`src/rtl/free_preg_allocator_if.sv`:
```
// rtl/free_preg_allocator_if.sv - rename/ROB-side bundle for the physical register free-list allocator
interface free_preg_allocator_if #(
    parameter int RENAME_WIDTH = 2,
    parameter int PW           = 6,
    parameter int FCW          = 6,
    parameter int CW           = 2
);
    logic [RENAME_WIDTH-1:0]          alloc_req;
    logic [RENAME_WIDTH-1:0]          alloc_grant;
    logic [RENAME_WIDTH-1:0][PW-1:0]  alloc_preg;
    logic [RENAME_WIDTH-1:0]          free_valid;
    logic [RENAME_WIDTH-1:0][PW-1:0]  free_preg;
    logic [CW-1:0]                    commit_alloc_cnt;
    logic                             flush;
    logic                             ready;
    logic [FCW-1:0]                   free_count;
    logic                             err;

    modport master (
        output alloc_req, free_valid, free_preg, commit_alloc_cnt, flush,
        input  alloc_grant, alloc_preg, ready, free_count, err
    );

    modport slave (
        input  alloc_req, free_valid, free_preg, commit_alloc_cnt, flush,
        output alloc_grant, alloc_preg, ready, free_count, err
    );
endinterface

```
`src/rtl/free_preg_allocator.sv`:
```
// rtl/free_preg_allocator.sv - physical register free list with in-order lane grants, commit reclaim and flush rewind
module free_preg_allocator #(
    parameter int NUM_PREGS    = 64,
    parameter int NUM_AREGS    = 32,
    parameter int RENAME_WIDTH = 2
) (
    input  logic                  clk,
    input  logic                  rst,
    free_preg_allocator_if.slave  bus
);
    localparam int PW    = $clog2(NUM_PREGS);
    localparam int DEPTH = NUM_PREGS - NUM_AREGS;
    localparam int IW    = $clog2(DEPTH);
    localparam int PTRW  = IW + 1;
    localparam int FCW   = $clog2(DEPTH + 1);
    localparam int CW    = $clog2(RENAME_WIDTH + 1);

    localparam logic [0:0] ST_INIT = 1'b0;
    localparam logic [0:0] ST_RUN  = 1'b1;

    logic [0:0]              state;
    logic [IW-1:0]           cnt;
    logic [PTRW-1:0]         wr_ptr;
    logic [PTRW-1:0]         spec_rd_ptr;
    logic [PTRW-1:0]         commit_rd_ptr;
    logic [PW-1:0]           entry [DEPTH];
    logic [FCW-1:0]          free_count;
    logic                    err;

    logic                    run_ok;
    logic [CW-1:0]           req_n;
    logic [CW-1:0]           grant_n;
    logic                    blocked;
    logic [PTRW-1:0]         in_flight;
    logic [PTRW-1:0]         commit_n;
    logic [PTRW-1:0]         spec_n;
    logic [PTRW-1:0]         wr_n;
    logic [RENAME_WIDTH-1:0] wr_en;
    logic [IW-1:0]           wr_idx [RENAME_WIDTH];
    logic                    err_set;

    assign run_ok         = rst && (state == ST_RUN) && !bus.flush;
    assign bus.ready      = (state == ST_RUN);
    assign bus.free_count = free_count;
    assign bus.err        = err;

    // Grants use only registered free_count, so same-cycle frees never feed a grant.
    always_comb begin
        req_n           = '0;
        grant_n         = '0;
        blocked         = 1'b0;
        bus.alloc_grant = '0;
        bus.alloc_preg  = '0;
        for (int i = 0; i < RENAME_WIDTH; i++) begin
            if (bus.alloc_req[i]) begin
                req_n = req_n + CW'(1);
                if (run_ok && !blocked && (FCW'(req_n) <= free_count)) begin
                    bus.alloc_grant[i] = 1'b1;
                    bus.alloc_preg[i]  = entry[IW'(spec_rd_ptr + PTRW'(req_n) - PTRW'(1))];
                    grant_n            = req_n;
                end else begin
                    blocked = 1'b1;
                end
            end
        end
    end

    always_comb begin
        err_set   = 1'b0;
        in_flight = spec_rd_ptr - commit_rd_ptr;
        commit_n  = commit_rd_ptr + PTRW'(bus.commit_alloc_cnt);
        if (PTRW'(bus.commit_alloc_cnt) > in_flight) begin
            err_set  = 1'b1;
            commit_n = spec_rd_ptr;
        end
        spec_n = bus.flush ? commit_n : spec_rd_ptr + PTRW'(grant_n);
        // Capacity is judged against the post-commit pointer so a commit and its stale free can share a cycle.
        wr_n  = wr_ptr;
        wr_en = '0;
        for (int i = 0; i < RENAME_WIDTH; i++) begin
            wr_idx[i] = IW'(wr_n);
            if (bus.free_valid[i]) begin
                if ((wr_n - commit_n) >= PTRW'(DEPTH)) begin
                    err_set = 1'b1;
                end else begin
                    wr_en[i] = 1'b1;
                    wr_n     = wr_n + PTRW'(1);
                end
            end
        end
        if (state == ST_INIT) begin
            err_set = |bus.free_valid;
        end
    end

    always_ff @(posedge clk) begin
        if (!rst) begin
            state         <= ST_INIT;
            cnt           <= '0;
            wr_ptr        <= '0;
            spec_rd_ptr   <= '0;
            commit_rd_ptr <= '0;
            free_count    <= '0;
            err           <= 1'b0;
        end else if (state == ST_INIT) begin
            cnt <= cnt + IW'(1);
            if (err_set) begin
                err <= 1'b1;
            end
            if (cnt == IW'(DEPTH - 1)) begin
                state      <= ST_RUN;
                wr_ptr     <= PTRW'(DEPTH);
                free_count <= FCW'(DEPTH);
            end
        end else begin
            wr_ptr        <= wr_n;
            spec_rd_ptr   <= spec_n;
            commit_rd_ptr <= commit_n;
            free_count    <= FCW'(wr_n - spec_n);
            if (err_set) begin
                err <= 1'b1;
            end
        end
    end

    always_ff @(posedge clk) begin
        if (rst) begin
            if (state == ST_INIT) begin
                entry[cnt] <= PW'(NUM_AREGS) + PW'(cnt);
            end else begin
                for (int i = 0; i < RENAME_WIDTH; i++) begin
                    if (wr_en[i]) begin
                        entry[wr_idx[i]] <= bus.free_preg[i];
                    end
                end
            end
        end
    end
endmodule

```
`src/flat_wrapper.sv`:
```
// flat-port wrapper written by rule: the top's interface ports become plain ports
module free_preg_allocator_flat 
#(
    parameter int NUM_PREGS    = 64,
    parameter int NUM_AREGS    = 32,
    parameter int RENAME_WIDTH = 2
)
  (clk, rst, bus_alloc_req, bus_free_valid, bus_free_preg, bus_commit_alloc_cnt, bus_flush, bus_alloc_grant, bus_alloc_preg, bus_ready, bus_free_count, bus_err);
  free_preg_allocator_if #(.RENAME_WIDTH(RENAME_WIDTH), .PW(6), .FCW(6), .CW(2)) bus_i ();
  input  logic clk;
  input  logic rst;
  input wire logic [$bits(bus_i.alloc_req)-1:0] bus_alloc_req;
  input wire logic [$bits(bus_i.free_valid)-1:0] bus_free_valid;
  input wire logic [$bits(bus_i.free_preg)-1:0] bus_free_preg;
  input wire logic [$bits(bus_i.commit_alloc_cnt)-1:0] bus_commit_alloc_cnt;
  input wire logic [$bits(bus_i.flush)-1:0] bus_flush;
  output wire logic [$bits(bus_i.alloc_grant)-1:0] bus_alloc_grant;
  output wire logic [$bits(bus_i.alloc_preg)-1:0] bus_alloc_preg;
  output wire logic [$bits(bus_i.ready)-1:0] bus_ready;
  output wire logic [$bits(bus_i.free_count)-1:0] bus_free_count;
  output wire logic [$bits(bus_i.err)-1:0] bus_err;
  assign bus_i.alloc_req = bus_alloc_req;
  assign bus_i.free_valid = bus_free_valid;
  assign bus_i.free_preg = bus_free_preg;
  assign bus_i.commit_alloc_cnt = bus_commit_alloc_cnt;
  assign bus_i.flush = bus_flush;
  assign bus_alloc_grant = bus_i.alloc_grant;
  assign bus_alloc_preg = bus_i.alloc_preg;
  assign bus_ready = bus_i.ready;
  assign bus_free_count = bus_i.free_count;
  assign bus_err = bus_i.err;
  free_preg_allocator #(.NUM_PREGS(NUM_PREGS), .NUM_AREGS(NUM_AREGS), .RENAME_WIDTH(RENAME_WIDTH)) u_core (.clk(clk), .rst(rst), .bus(bus_i));
endmodule
```
`config.mk`:
```
export PLATFORM = sky130hd
export DESIGN_NAME = free_preg_allocator_flat
export DESIGN_NICKNAME = d
export VERILOG_FILES = /design/src/rtl/free_preg_allocator_if.sv /design/src/rtl/free_preg_allocator.sv /design/src/flat_wrapper.sv
export SDC_FILE = /design/constraint.sdc
export NUM_CORES = 1
export LEC_CHECK = 0
export ABC_CLOCK_PERIOD_IN_PS = 12000
export CORE_MARGIN = 1.5
export CORE_UTILIZATION = 50
export DETAILED_ROUTE_END_ITERATION = 10
export PLACE_DENSITY = 0.7
export SETUP_SLACK_MARGIN = 0.05
export SLEW_MARGIN = 20
export SYNTH_ARGS = -nofsm -noshare
export SYNTH_HDL_FRONTEND = slang
export SYNTH_SLANG_ARGS = --single-unit
export TNS_END_PERCENT = 30
```
`constraint.sdc`:
```
create_clock -name clk -period 12 [get_ports clk]
set_clock_uncertainty 0.1 [all_clocks]
set_input_delay 2.4 -clock clk [delete_from_list [all_inputs] [get_ports clk]]
set_output_delay 2.4 -clock clk [all_outputs]
set_load 0.005 [all_outputs]
```
==> results.cfg <==
[power_and_ir_drop]
ir_drop_mv = 0.117
intPower_mw = 1.36
pwr-share-comb = 0.122
p_leak_nw = 6.11
finalPower_mw = 1.83
power_frac_seq = 0.464
p_switching_mw = 0.473
swShare = 0.259
p_clk_frac = 0.414
p_per_area_nw_per_um2 = 108

[critical_path]
end_kind = register
critPathKind = input pin to register
cpPeakStageDelay_ns = 0.61
rrSetupSlack_ns = 2.90
slowest_stage = or4b_1
critical_path.max_fanout = 18
worstPathRequired_ns = 12.39
startpoint_type = input pin
arrival_ns = 10.19

[clock_tree]
insertion_delay_ns = 0.55
root_buffer = clkbuf_16
path_clk_slew_ns = 0.06
h-tree-depth = 1
numCtsBuffers = 26
ctsResizeCount = 0
cts_tree = built
hold_buffers = 0
clock-sinks = 223
clockBufferDepth = 3
post_cts_buffers = 0

[timing]
setup_viol = 0
timing.hold.ws_ns = 0.403
fmax_mhz = 102
maxSlewHeadroom = 0.225
rsz0062_at_grt = false
hold_violations = 0
tightest_slew_ns = 1.16
drv_slew = 0
fin_setup_tns_ns = 0
finalCriticalPeriod_ns = 9.80
layout_setup_ws_ns = 2.20
post-route-period-util = 0.817

[synthesis]
synth_top_family_by_area = multiplexers
synth_adder_area_share = 0.0371
syn_nets = 1201
synth-seq-cells = 223
syn_area_per_cell_um2 = 13.6
synthMuxAreaShare = 0.338
synthSimpleGateAreaFrac = 0.0911
ys.flop_type = edfxtp_1
synth_cell_types = 77
synth_edf_count = 192
synth.most_common_cell = edfxtp_1
synth_compound_area_frac = 0.0627
yosys.area.top_type_share = 0.373
syn_area_um2 = 15400
synthTopCellsByCount = edfxtp_1 (192), mux2_1 (169), mux4_2 (120), clkbuf_1 (75), nand2_1 (59)
async_reset_ff_frac = 0
seq_area_frac_synth = 0.413
synth_largest_area_cell = edfxtp_1
synth-xor-area-share = 0.0214
synth_area_leaders = edfxtp_1 (37%), mux4_2 (17%), mux2_1 (12%), dfxtp_1 (4.0%), ha_1 (3.0%)
synthCells = 1138
yosys_warnings = 0

[grt]
antenna_found_initial = 1
gr-total-overflow = 0
grtUsageTotal = 0.285
grt_pass1_vias = 10500
grt_first_pass_wirelength_mm = 66.6
grt_max_degree = 55

[flow_run]
maxCapViolCount = 0

[finish]
n_fill_cell = 2506
layout.nets = 1197
syn_to_final_growth_pct = 10.2
final_area_um2 = 17000
drive_above_1_share = 0.224

[placement]
place_ws_ns = 1.66
dp.final_hpwl_mm = 29.7
portBuffers = 42
dpl_cell_area_um2 = 16200
place_congestion = 0.905

[outcome]
status = finished clean

[floorplanning]
die-area_um2 = 32000
ioPinCount = 43
rows = 64
die_w_um = 179
die_h_um = 179
core_um2 = 30500
initial_core_util = 0.506

[routing]
wl_per_cell_um = 28.6
routed_wl_mm = 44.3
ant_nets = 0
vias = 10500
firstDrtPassIters = 5
drtIter0Drc = 1256
drc = 0
viasPerCell = 6.76

[hold_path]
hp-class = register to register
registers in the layout, summed over array words and instances (netlist names):
signal / flops
u_core.entry: 192
u_core.bus.free_count: 6
u_core.commit_rd_ptr: 6
u_core.spec_rd_ptr: 6
u_core.wr_ptr: 6
u_core.cnt: 5
u_core.bus.err: 1
u_core.bus.ready: 1
power groups by stage:
stage                     sequential [mW]  clock [mW]  combinational (mW)
after global routing                0.850       0.785               0.235
after detailed placement            0.866           0               0.217
after global placement              0.866           0               0.215
after CTS                           0.850       0.761               0.218
final                               0.850       0.758               0.223
after floorplan                     0.863           0               0.153
per-stage QoR:
stage / cells / util
after floorplan: 1138 / -
after global placement: 1501 / 0.530
after detailed placement: 1501 / 0.531
after CTS: 1548 / 0.557
after global routing: 1549 / 0.558
final: 1550 / 0.558
cell type report:
| class | instances | area, um2 | share of cell area |
|---|---|---|---|
| Antenna cell | 1 | 2.50 | 0.000147 |
| Clock buffer | 34 | 681 | 0.0400 |
| Clock inverter | 13 | 114 | 0.00669 |
| Inverter | 49 | 185 | 0.0109 |
| Multi-Input combinational cell | 769 | 8540 | 0.501 |
| Sequential cell | 223 | 6390 | 0.375 |
| Tap cell | 396 | 495 | 0.0291 |
| Timing Repair Buffer | 65 | 617 | 0.0362 |
worst paths after layout:
kind / start / end / cells past startpoint
setup reg to reg: u_core.spec_rd_ptr[1]$_SDFFE_PN0P_ / u_core.bus.free_count[5]$_SDFFE_PN0P_ / 36
hold / removal: u_core.commit_rd_ptr[4]$_SDFFE_PN0P_ / u_core.commit_rd_ptr[4]$_SDFFE_PN0P_ / 2
setup / recovery: bus_commit_alloc_cnt[1] / u_core.bus.free_count[5]$_SDFFE_PN0P_ / 34
hold reg to reg: u_core.commit_rd_ptr[4]$_SDFFE_PN0P_ / u_core.commit_rd_ptr[4]$_SDFFE_PN0P_ / 2
routing by layer:
| metal | vias to the layer above | global-route usage | routed length, um |
|---|---|---|---|
| met3 | 95 | 0.0621 | 4450 |
| li1 | 4438 | - | - |
| met1 | 5296 | 0.388 | 17400 |
| met4 | 0 | 0.102 | 1650 |
| met5 | - | 0 | 0 |
| met2 | 653 | 0.451 | 20800 |
placed cells by master, fill, tap and decap left out, types with 12 or more instances in the layout:
cell type          n
o21ai_0           18
mux2_4            20
xnor2_1           20
dfxtp_1           29
a21oi_1           31
nor2_1            45
clkbuf_16         26
o21bai_1          27
clkdlybuf4s50_1   42
mux4_2           120
nor3_4            13
mux2i_1           23
ha_1              35
buf_4             21
mux2_1           169
nor2b_1           12
edfxtp_1         192
nand2_1           58
inv_1             44
nor3_1            12
worst max-delay path: cells and delay by family:
kind,cells,cell delay [ns]
adder cells (fa/ha/maj),5,1.52
XOR/XNOR,3,0.71
buffers and inverters,3,0.72
AO/OA/AOI/OAI,12,2.65
multiplexers,3,0.80
AND/OR/NAND/NOR,8,1.37
cells by family (layout without fill, tap and decap cells):
| kind of cell | count (synthesis) | count (layout) |
|---|---|---|
| adders and majority gates | 43 | 43 |
| other | 0 | 1 |
| DFF | 223 | 223 |
| AOI/OAI and AO/OA | 140 | 140 |
| and+or+nand+nor | 213 | 213 |
| muxes | 339 | 339 |
| xor gates and xnor gates | 34 | 34 |
| buffers and inverters | 146 | 161 |
Note: power is estimated with default switching activity, not from simulation.
